### src/rtl/avalon_msg_truncator_pkg.sv
// avalon_msg_truncator_pkg: shared FSM state type, default message bound and width helper
package avalon_msg_truncator_pkg;
  typedef enum logic [1:0] {IDLE, PASS, DROP} state_t;
  localparam int MAX_MSG_WORDS_DEF = 16;
  function automatic int empty_w(input int bytes);
    return bytes > 1 ? $clog2(bytes) : 1;
  endfunction
endpackage

### src/rtl/avalon_st_if.sv
// avalon_st_if: Avalon-ST packet stream with sop/eop/empty framing
interface avalon_st_if import avalon_msg_truncator_pkg::*; #(parameter int DATA_WIDTH_IN_BYTES = 8);
  logic [8*DATA_WIDTH_IN_BYTES-1:0] data;
  logic sop, eop, valid, ready;
  logic [empty_w(DATA_WIDTH_IN_BYTES)-1:0] empty;
  modport master(output data, sop, eop, empty, valid, input ready);
  modport slave(input data, sop, eop, empty, valid, output ready);
endinterface

### src/rtl/avalon_msg_truncator.sv
// avalon_msg_truncator: bounds each message to MAX_MSG_WORDS beats, drops strays and overflow
module avalon_msg_truncator import avalon_msg_truncator_pkg::*; #(
  parameter int DATA_WIDTH_IN_BYTES = 8,
  parameter int MAX_MSG_WORDS = MAX_MSG_WORDS_DEF
) (
  input  logic       clk,
  input  logic       rst,
  avalon_st_if.slave  in_msg,
  avalon_st_if.master out_msg,
  output logic       truncated_error,
  output logic       stray_word_error,
  output logic       msg_done,
  output logic [7:0] msg_words
);
  state_t st;
  logic [7:0] cnt, cnt1, words_q;
  logic acc, fwd, cut;
  // DROP swallows beats regardless of the output stage so a stalled sink cannot block discard
  assign in_msg.ready = st == DROP || !out_msg.valid || out_msg.ready;
  assign acc = in_msg.valid && in_msg.ready;
  assign cnt1 = cnt + 8'd1;
  assign cut = st == PASS && !in_msg.eop && cnt1 == 8'(MAX_MSG_WORDS);
  assign fwd = acc && (st == PASS || (st == IDLE && in_msg.sop));
  assign truncated_error = !rst && acc && cut;
  assign stray_word_error = !rst && acc && st == IDLE && !in_msg.sop;
  assign msg_done = !rst && fwd && (in_msg.eop || cut);
  assign msg_words = rst ? '0 : msg_done ? (st == IDLE ? 8'd1 : cnt1) : words_q;
  // message framing FSM and beat counter
  always_ff @(posedge clk or posedge rst) begin
    if (rst) begin
      st <= IDLE;
      cnt <= '0;
      words_q <= '0;
    end else begin
      if (msg_done) words_q <= msg_words;
      if (acc) begin
        st <= st == IDLE ? (in_msg.sop && !in_msg.eop ? PASS : IDLE)
            : st == PASS ? (in_msg.eop ? IDLE : cut ? DROP : PASS)
            : (in_msg.eop ? IDLE : DROP);
        cnt <= (st == IDLE && in_msg.sop && !in_msg.eop) ? 8'd1
             : (st == PASS && !in_msg.eop && !cut) ? cnt1 : 8'd0;
      end
    end
  end
  // single output register; a cut beat is closed with eop and a full last word
  always_ff @(posedge clk or posedge rst) begin
    if (rst) begin
      out_msg.valid <= 1'b0;
      out_msg.sop <= 1'b0;
      out_msg.eop <= 1'b0;
      out_msg.data <= '0;
      out_msg.empty <= '0;
    end else if (fwd) begin
      out_msg.valid <= 1'b1;
      out_msg.sop <= st == IDLE;
      out_msg.eop <= in_msg.eop || cut;
      out_msg.data <= in_msg.data[8*DATA_WIDTH_IN_BYTES-1:0];
      out_msg.empty <= cut ? '0 : in_msg.empty;
    end else if (out_msg.ready) begin
      out_msg.valid <= 1'b0;
    end
  end
endmodule
### src/flat_wrapper.sv
// flat-port wrapper written by rule: the top's interface ports become plain ports
module avalon_msg_truncator_flat import avalon_msg_truncator_pkg::*;
#(
  parameter int DATA_WIDTH_IN_BYTES = 8,
  parameter int MAX_MSG_WORDS = MAX_MSG_WORDS_DEF
)
  (clk, rst, truncated_error, stray_word_error, msg_done, msg_words, in_msg_data, in_msg_sop, in_msg_eop, in_msg_empty, in_msg_valid, in_msg_ready, out_msg_data, out_msg_sop, out_msg_eop, out_msg_empty, out_msg_valid, out_msg_ready);
  avalon_st_if #(.DATA_WIDTH_IN_BYTES(DATA_WIDTH_IN_BYTES)) in_msg_i ();
  avalon_st_if #(.DATA_WIDTH_IN_BYTES(DATA_WIDTH_IN_BYTES)) out_msg_i ();
  input  logic clk;
  input  logic rst;
  output logic truncated_error;
  output logic stray_word_error;
  output logic msg_done;
  output logic [7:0] msg_words;
  input wire logic [$bits(in_msg_i.data)-1:0] in_msg_data;
  input wire logic [$bits(in_msg_i.sop)-1:0] in_msg_sop;
  input wire logic [$bits(in_msg_i.eop)-1:0] in_msg_eop;
  input wire logic [$bits(in_msg_i.empty)-1:0] in_msg_empty;
  input wire logic [$bits(in_msg_i.valid)-1:0] in_msg_valid;
  output wire logic [$bits(in_msg_i.ready)-1:0] in_msg_ready;
  output wire logic [$bits(out_msg_i.data)-1:0] out_msg_data;
  output wire logic [$bits(out_msg_i.sop)-1:0] out_msg_sop;
  output wire logic [$bits(out_msg_i.eop)-1:0] out_msg_eop;
  output wire logic [$bits(out_msg_i.empty)-1:0] out_msg_empty;
  output wire logic [$bits(out_msg_i.valid)-1:0] out_msg_valid;
  input wire logic [$bits(out_msg_i.ready)-1:0] out_msg_ready;
  assign in_msg_i.data = in_msg_data;
  assign in_msg_i.sop = in_msg_sop;
  assign in_msg_i.eop = in_msg_eop;
  assign in_msg_i.empty = in_msg_empty;
  assign in_msg_i.valid = in_msg_valid;
  assign in_msg_ready = in_msg_i.ready;
  assign out_msg_data = out_msg_i.data;
  assign out_msg_sop = out_msg_i.sop;
  assign out_msg_eop = out_msg_i.eop;
  assign out_msg_empty = out_msg_i.empty;
  assign out_msg_valid = out_msg_i.valid;
  assign out_msg_i.ready = out_msg_ready;
  avalon_msg_truncator #(.DATA_WIDTH_IN_BYTES(DATA_WIDTH_IN_BYTES), .MAX_MSG_WORDS(MAX_MSG_WORDS)) u_core (.clk(clk), .rst(rst), .in_msg(in_msg_i), .out_msg(out_msg_i), .truncated_error(truncated_error), .stray_word_error(stray_word_error), .msg_done(msg_done), .msg_words(msg_words));
endmodule
### config.mk
export PLATFORM = sky130hd
export DESIGN_NAME = avalon_msg_truncator_flat
export DESIGN_NICKNAME = d
export VERILOG_FILES = /design/src/rtl/avalon_msg_truncator_pkg.sv /design/src/rtl/avalon_st_if.sv /design/src/rtl/avalon_msg_truncator.sv /design/src/flat_wrapper.sv
export SDC_FILE = /design/constraint.sdc
export NUM_CORES = 1
export LEC_CHECK = 0
export ABC_AREA = 1
export CAP_MARGIN = 30
export CORE_MARGIN = 3
export CORE_UTILIZATION = 23
export DETAILED_ROUTE_END_ITERATION = 10
export GPL_TIMING_DRIVEN = 1
export PLACE_DENSITY = 0.49
export SYNTH_ARGS = -nofsm -noshare
export SYNTH_HDL_FRONTEND = slang
export SYNTH_SLANG_ARGS = --single-unit
export TNS_END_PERCENT = 20
### constraint.sdc
create_clock -name clk -period 8.7 [get_ports clk]
set_input_delay 2.61 -clock clk [delete_from_list [all_inputs] [get_ports clk]]
set_output_delay 2.61 -clock clk [all_outputs]
set_load 0.02 [all_outputs]
# Word level (Yosys, flattened, before mapping)
# Cells that the tools add are included.
# totals
out_inout_bits	82
mem_bits_rw	0
mem_count	0
elab_cells	51
in_bits	73
latchBits	0
romBits	0
register_bits	88
# op_classes
n_div	0
magnitude_cmp	0
mux	14
addsub	1
n_mul	0
n_bitwise	0
n_shift	0
n_reduce_logical	25
eq_ne	3
# ops
op	n
8-bit two-way mux	5
1-bit logical AND	14
2-bit two-way mux	5
8-bit by 1-bit adder with 8-bit output, second input constant	1
8-bit by 5-bit == test with 1-bit output, second input constant	1
1-bit zero test	5
1-bit logical OR	4
1-bit two-way mux	3
3-bit two-way mux	1
2-bit by 1-bit == test with 1-bit output, second input constant	1
2-bit == test, second input constant	1
2-bit zero test	1
2-bit nonzero test	1

# Logic depth before layout (Yosys ltp)
# Gate-level depths: netlist of run 1.
# logic_depth
depth_word	9
depth_mapped	12
ltp_nobuf	12

# Worst setup path after synthesis of run 1
# OpenSTA, ideal clock, no wires.
# synth_timing
kind	input-to-output
start	input port out_msg_ready
end	output port msg_words[1]
path_slack_ns	2.260
arrival_ns	3.830
cell_stages	8
n_path_buf	0
path_cell_list	nor2_1 o21ai_2 nand2_2 inv_2 nand2_4 nor2_4 nand3_1 a21oi_1
# synth_via
elab_chain_cells	7
# synth_lines
element	line_no	rtl
from (decl)	flat_wrapper.sv:27	input wire logic [$bits(out_msg_i.ready)-1:0] out_msg_ready;
1-bit logical OR	avalon_msg_truncator.sv:19	assign in_msg.ready = st == DROP || !out_msg.valid || out_msg.ready;
via in_msg_ready	flat_wrapper.sv:21	output wire logic [$bits(in_msg_i.ready)-1:0] in_msg_ready;
1-bit logical AND	avalon_msg_truncator.sv:20	assign acc = in_msg.valid && in_msg.ready;
1-bit logical AND	avalon_msg_truncator.sv:23	assign fwd = acc && (st == PASS || (st == IDLE && in_msg.sop));
1-bit logical AND (2 in a row)	avalon_msg_truncator.sv:26	assign msg_done = !rst && fwd && (in_msg.eop || cut);
8-bit two-way mux (2 in a row)	avalon_msg_truncator.sv:27	assign msg_words = rst ? '0 : msg_done ? (st == IDLE ? 8'd1 : cnt1) : words_q;
to (decl)	flat_wrapper.sv:15	output logic [7:0] msg_words;
# The timed path passes the listed nets, and every way through them passes these cells.

# Worst setup path after layout of run 1
# layout_timing
start	input port out_msg_ready
end	output port msg_words[5]
# layout_via
elab_chain_cells	7
# layout_lines
element	line_no
1-bit logical OR	avalon_msg_truncator.sv:19
1-bit logical AND	avalon_msg_truncator.sv:20
1-bit logical AND	avalon_msg_truncator.sv:23
1-bit logical AND (2 in a row)	avalon_msg_truncator.sv:26
8-bit two-way mux (2 in a row)	avalon_msg_truncator.sv:27
# No other way between the ends.

==> results of run 1 <==
## logic make-up after synthesis
group / Yosys count
AND/OR/NAND/NOR: 288
AO/OA/AOI/OAI: 27
adder cells (fa/ha/maj): 2
buffers and inverters: 36
flip-flops: 88
## cell usage in the layout (no fill, tap or decap), drive strengths merged
cell type,count
a31oi,1
o22ai,2
inv,20
nand4,4
and2,1
bufinv,1
o21bai,1
clkinvlp,2
nand3,20
clkdlybuf4s50,154
ha,2
a21oi,8
o21ai,12
clkbuf,10
clkinv,3
nor2,14
dfrtp,88
nor3,1
nor4,1
buf,3
nand2,247
o31ai,3
## synthesized netlist by cell type, drive strengths merged
cell	number
nor2	14
ha	2
clkbuf	8
o31ai	3
and2	1
a31oi	1
nor3	1
nor4	1
clkinv	1
nand4	4
a21oi	8
o21ai	12
nand3	20
inv	19
o22ai	2
o21bai	1
nand2	247
dfrtp	88
buf	8
## power breakdown
part | internal, mW | total (mW) | switching, mW
sequential | 0.574 | 0.671 | 0.0969
combinational | 0.391 | 0.882 | 0.491
clock | 0.224 | 0.391 | 0.167
## worst max-delay path, cell delays in order
cell             delay, ps
clkdlybuf4s50_1        480
nor2_1                  70
o21ai_2                 80
nand2_2                170
inv_2                  220
nand2_4                 80
nor2_4                 200
nand3_1                140
a21oi_1                190
clkdlybuf4s50_1        640
## routing by layer
layer | wire length [um] | vias to the layer above
li1 | - | 1675
met1 | 4960 | 1533
met2 | 5130 | 92
met3 | 789 | 5
met4 | 90 | 0
met5 | 0 | -
## sequential cells by signal, summed over array words and instances, names as in the netlist
signal                flops
u_core.out_msg.sop        1
u_core.cnt                8
u_core.out_msg.valid      1
u_core.out_msg.data      64
u_core.st                 2
u_core.words_q            8
u_core.out_msg.eop        1
u_core.out_msg.empty      3
## worst max-delay path by stage
stage | start | to | slack, ps
after detailed placement | out_msg_ready | msg_words[5] | 1200
after global placement | out_msg_ready | msg_words[2] | 1270
after global routing | out_msg_ready | msg_words[5] | 1000
after floorplan | out_msg_ready | msg_words[1] | 2260
final | out_msg_ready | msg_words[5] | 1200
after CTS | out_msg_ready | msg_words[5] | 1180
## final cells by class
class                           count  area [sq um]  share of cell area
Multi-Input combinational cell    317          1390               0.239
Sequential cell                    88          2200               0.379
Inverter                           20          77.6              0.0133
Clock buffer                       10           229              0.0394
Clock inverter                      6          67.6              0.0116
Tap cell                          216           270              0.0465
Timing Repair Buffer              157          1580               0.271
==> out/qor.csv, run 1 <==
metric,value,unit
outcome,"complete, no violations",
fin crit share,0.862,
pre-CTS setup slack,1200,ps
max-cap viol count,0,
DRT iter0 DRCs,82,
Diodes inserted,0,
Detailed Route WL,11000,um
Synthesized Nets,516,
largest fanout on the critical path,13,
fin crit period,7500,ps
met3 usage,0.0570,
Yosys warning total,0,
CP Class,in -> out,
I/O Buffers,154,
"Slew Viols, Final",0,
Slew headroom,0.472,
main combinational cell family by area after synthesis,simple AND/OR/NAND/NOR gates,
GRT Max-Usage Layer,met2,
via density per instance,4.06,
Worst Hold Margin,477,ps
r2r endpoint,u_core.out_msg.data[53]$_DFFE_PP0N_,
Setup-failing EPs final,0,
GR Util All Layers,0.125,
RSZ-0062 raised after global routing,false,
vias in the first global route,3362,
GR Overflow Total,0,
R2R Setup Slk,5930,ps
clock-pin slew on the worst setup and hold paths,70,ps
r2r startpoint,u_core.out_msg.valid$_DFFE_PP0P_,
routed len/inst,13.5,um
Yosys cell types,29,
TritonRoute pass-1 iters,4,
Crit. End Element,primary output,
WHS Endpoint,u_core.out_msg.data[26]$_DFFE_PP0N_,
"top cells by area, synth","dfrtp_1 (59%), nand2_1 (24%), nand3_1 (2.4%)",
proportion of netlist area held by the largest area contributor,0.588,
M1 GR Usage,0.151,
Least-Margin Pin Slew,791,ps
CP startpoint kind,primary input,
utilization after layout,0.365,
Cells after Synth,441,
WP data required,6090,ps
Max rail drop VDD,160,uV
CTS tree,yes,
synthesized area per cell,8.50,sq um
Nets,668,
htree depth,3,
hold wc startpoint,u_core.out_msg.data[26]$_DFFE_PP0N_,
Die Height,134,um
Worst Reg-to-Reg Cells,11,
Clock Latency Late Sink,340,ps
final instance area,0.00581,sq mm
antenna violations before repair,0,
compound-cell area share of the yosys netlist,0.0437,
postcts setup bufs,0,
Root Driver,clkbuf_16,
CTS resizes,0,
Post-Synth Adder-Cell Area,0.00668,
Hold/Removal Path Class,reg -> reg,
Inst Count DP,798,
Clock Tree Buf Depth,2,
fmax,133,MHz
mapped cell area,0.00375,sq mm
register area share after synthesis,0.588,
Die Wd,134,um
Seq cells post-synth,88,
cts hold-fix bufs,0,
grt met2 use,0.205,
Core Area,0.0159,sq mm
ANT nets after route,0,
synthesis-to-layout area growth,55.2,%
via count,3305,
fraction of final layout cells sized beyond drive strength 1,0.0686,
Post-Synth Simple-Gate Area,0.321,
total power,1.94,mW
DP Wirelength,7820,um
fill count,1631,
setup ws final,1200,ps
Hold Fails Final Rpt,0,
TNS Setup,0,ps
Final Non-Filler Cells,814,
first-pass GRT wire length,17700,um
TritonCTS buffer count,9,
mux cell area share after synthesis,0,
die area,0.0179,sq mm
cell leakage power,2.76,nW
pin count of the biggest net entering global routing,73,
Rows,46,
Final GP Congestion,0.823,
Clock Skew,9.31,ps
worst hold stages,2,
I/O pins,155,
"area leader, netlist",dfrtp_1,
Starting Density,0.235,
P per Cell Area,334,mW/mm^2
CTS Sinks,88,
XOR/XNOR Fraction of Synth Area,0,
DRC violations left,0,
"Arr. time, crit path",4890,ps
placed cell area,0.00552,sq mm
No activity file was read; power rests on OpenSTA's default activity.
==> inputs of run 2 (changes only) <==
--- a/config.mk
+++ b/config.mk
@@ -5,13 +5,13 @@
 export SDC_FILE = /design/constraint.sdc
 export NUM_CORES = 1
 export LEC_CHECK = 0
-export ABC_AREA = 1
 export CAP_MARGIN = 30
 export CORE_MARGIN = 3
 export CORE_UTILIZATION = 23
+export CTS_CLUSTER_DIAMETER = 120
 export DETAILED_ROUTE_END_ITERATION = 10
 export GPL_TIMING_DRIVEN = 1
-export PLACE_DENSITY = 0.49
+export PLACE_DENSITY = 0.46
 export SYNTH_ARGS = -nofsm -noshare
 export SYNTH_HDL_FRONTEND = slang
 export SYNTH_SLANG_ARGS = --single-unit
==> run 2 against run 1 <==
Final area is 2.9% higher. Worst setup slack worse by 430 ps. Combinational power is 38% lower. Sequential cell count stayed put. Fmax is 5.4% lower. Sequential power is 15% lower. Cell count is 0.12% lower. Critical endpoint is now msg_words[1]. Largest cell class unchanged. Largest power group is now sequential cells.
==> out/qor.csv, run 2 <==
metric,value,unit,change
max-cap viol count,0,,unchanged
postcts setup bufs,0,,unchanged
"area leader, netlist",dfrtp_1,,
Hold Fails Final Rpt,0,,unchanged
Die Height,136,um,+1.5%
CTS resizes,0,,unchanged
vias in the first global route,3602,,+7.1%
GR Util All Layers,0.132,,+0.00778
fraction of final layout cells sized beyond drive strength 1,0.0586,,-0.00994
most common cell in the netlist,nand2_1,,
via count,3486,,+5.5%
via density per instance,4.29,,+5.6%
CP startpoint kind,primary input,,
outcome,"complete, no violations",,
"most common cell after layout, fill and taps aside",nand2_1,,
Yosys warning total,0,,unchanged
WHS Endpoint,u_core.out_msg.data[12]$_DFFE_PP0N_,,
Diodes inserted,0,,unchanged
RSZ-0062 raised after global routing,false,,
I/O Buffers,154,,unchanged
Detailed Route WL,11900,um,+8.8%
most frequent cells after synthesis,"nand2_1 (217), dfrtp_1 (88), clkbuf_1 (16), inv_1 (10)",,
"top cells by area, synth","dfrtp_1 (57%), nand2_1 (21%), clkbuf_1 (1.6%)",,
Worst Reg-to-Reg Cells,7,,-4
synthesized area per cell,8.74,sq um,+2.9%
Core Area,0.0162,sq mm,+1.4%
worst hold stages,2,,unchanged
TritonCTS buffer count,9,,unchanged
hold wc startpoint,u_core.out_msg.data[12]$_DFFE_PP0N_,,
clock-pin slew on the worst setup and hold paths,60,ps,about the same
Clock Tree Buf Depth,2,,unchanged
TritonRoute pass-1 iters,4,,unchanged
Max rail drop VDD,91.2,uV,-43%
M1 GR Usage,0.162,,+0.0112
Yosys cell types,46,,+59%
Final GP Congestion,0.785,,-4.7%
I/O pins,155,,unchanged
antenna violations before repair,0,,unchanged
routed len/inst,14.7,um,+8.9%
GR Overflow Total,0,,unchanged
fmax,126,MHz,-5.4%
largest fanout on the critical path,15,,+2
utilization after layout,0.370,,+0.00541
P per Cell Area,255,mW/mm^2,-24%
CP Class,in -> out,,
ANT nets after route,0,,unchanged
Inst Count DP,797,,-0.13%
Hold/Removal Path Class,reg -> reg,,
htree depth,3,,unchanged
fin crit period,7920,ps,+427 ps
most frequent cells in the layout,"nand2_1 (217), clkdlybuf4s50_1 (154), dfrtp_1 (88)",,
fin crit share,0.911,,+0.0491
grt met2 use,0.213,,+0.00781
proportion of netlist area held by the largest area contributor,0.570,,-0.0179
cell leakage power,2.70,nW,-2.1%
DRC violations left,0,,unchanged
DRT iter0 DRCs,211,,+160%
Nets,667,,-0.15%
Least-Margin Pin Slew,952,ps,+160 ps
pin count of the biggest net entering global routing,69,,-5.5%
TNS Setup,0,ps,unchanged
cts hold-fix bufs,0,,unchanged
Clock Latency Late Sink,340,ps,about the same
r2r endpoint,u_core.words_q[3]$_DFFE_PP0N_,,
Root Driver,clkbuf_16,,
Main synth FF type,dfrtp_1,,
mapped cell area,0.00386,sq mm,+3.1%
CTS tree,yes,,
Synthesized Nets,517,,+0.19%
Seq cells post-synth,88,,unchanged
R2R Setup Slk,6140,ps,+210 ps
top flop regs,"u_core.out_msg.data (64), u_core.cnt (8), u_core.words_q (8)",,
met3 usage,0.0431,,-0.0139
Setup-failing EPs final,0,,unchanged
asr flop ratio synth,1.00,,unchanged
"EDFF count, synth",0,,unchanged
first-pass GRT wire length,19200,um,+8.7%
synthesis-to-layout area growth,54.9,%,
max reg flops,64,,unchanged
die area,0.0184,sq mm,+3.0%
Clock Skew,13.2,ps,+3.84 ps
Slew headroom,0.366,,-0.107
"Arr. time, crit path",5310,ps,+420 ps
"Slew Viols, Final",0,,unchanged
r2r startpoint,u_core.cnt[0]$_DFFE_PP0N_,,
Starting Density,0.239,,+0.00393
Die Wd,136,um,+1.5%
register area share after synthesis,0.570,,-0.0179
Cells after Synth,442,,+0.23%
Biggest register,u_core.out_msg.data,,
Rows,46,,unchanged
Crit. End Element,primary output,,
WP data required,6090,ps,about the same
Final Non-Filler Cells,813,,-0.12%
CTS Sinks,88,,unchanged
DP Wirelength,8470,um,+8.3%
GRT Max-Usage Layer,met2,,
[run 2: cell types whose count changed after synthesis, sizes merged, moves of 5 or more]
cell    before  now
clkbuf       8   16
inv         19   11
nand2      247  217
nand3       20    8
nor2        14    9
o211ai       0    7
o22ai        2   10
[run 2: stage by stage]
| stage | hold WS (ps) | instance area, sq um | total power [mW] | setup WS, ps |
|---|---|---|---|---|
| floorplan | 450 | 3860 | 0.837 | 23.8 |
| global placement | 457 | 5640 | 1.13 | 905 |
| detailed placement | 461 | 5670 | 1.13 | 790 |
| CTS | 477 | 5990 | 1.56 | 775 |
| global route | 490 | 5990 | 1.62 | 579 |
| finish | 473 | 5990 | 1.53 | 776 |
[run 2: routing by layer]
layer / wire length, um / share of wire / vias to the layer above
li1: - / - / 1733
met1: 4860 / 0.41 / 1622
met2: 5850 / 0.49 / 114
met3: 936 / 0.078 / 17
met4: 289 / 0.024 / 0
met5: 0 / 0 / -
[run 2: cell families after synthesis]
logic type,Yosys count,share of synthesized area
and+or+nand+nor,262,0.282
DFF,88,0.570
AOI/OAI and AO/OA,51,0.0910
buffers and inverters,34,0.0379
muxes,3,0.00842
xor gates and xnor gates,2,0.00453
adders and majority gates,2,0.00647
[run 2: worst max-delay path: stages]
cell and delay [ps]:
clkdlybuf4s50_1 600, nor2_1 80, nor4b_2 460, nand3_1 330, o21a_4 350, o32ai_1 230
clkdlybuf4s50_1 650
[run 2: final cells by class]
class                           count  area [sq um]
Tap cell                          216           270
Sequential cell                    88          2200
Clock inverter                      4          51.3
Clock buffer                       12           267
Fill cell                        1616         10200
Inverter                           12          47.5
Multi-Input combinational cell    320          1530
Timing Repair Buffer              161          1610
[run 2: how the worst max path moves through the flow]
stage | to | slack [ps] | start
2_1_floorplan | msg_words[0] | 20 | rst
3_3_place_gp | msg_words[1] | 900 | in_msg_sop
3_5_place_dp | msg_words[1] | 790 | in_msg_sop
4_1_cts | msg_words[1] | 770 | in_msg_sop
5_1_grt | msg_words[1] | 580 | in_msg_sop
6_report | msg_words[1] | 780 | in_msg_sop
[run 2: power breakdown]
part	internal (mW)	switching, mW
Clock	0.246	0.164
Sequential	0.510	0.0602
Combinational	0.250	0.298
Total	1.01	0.522
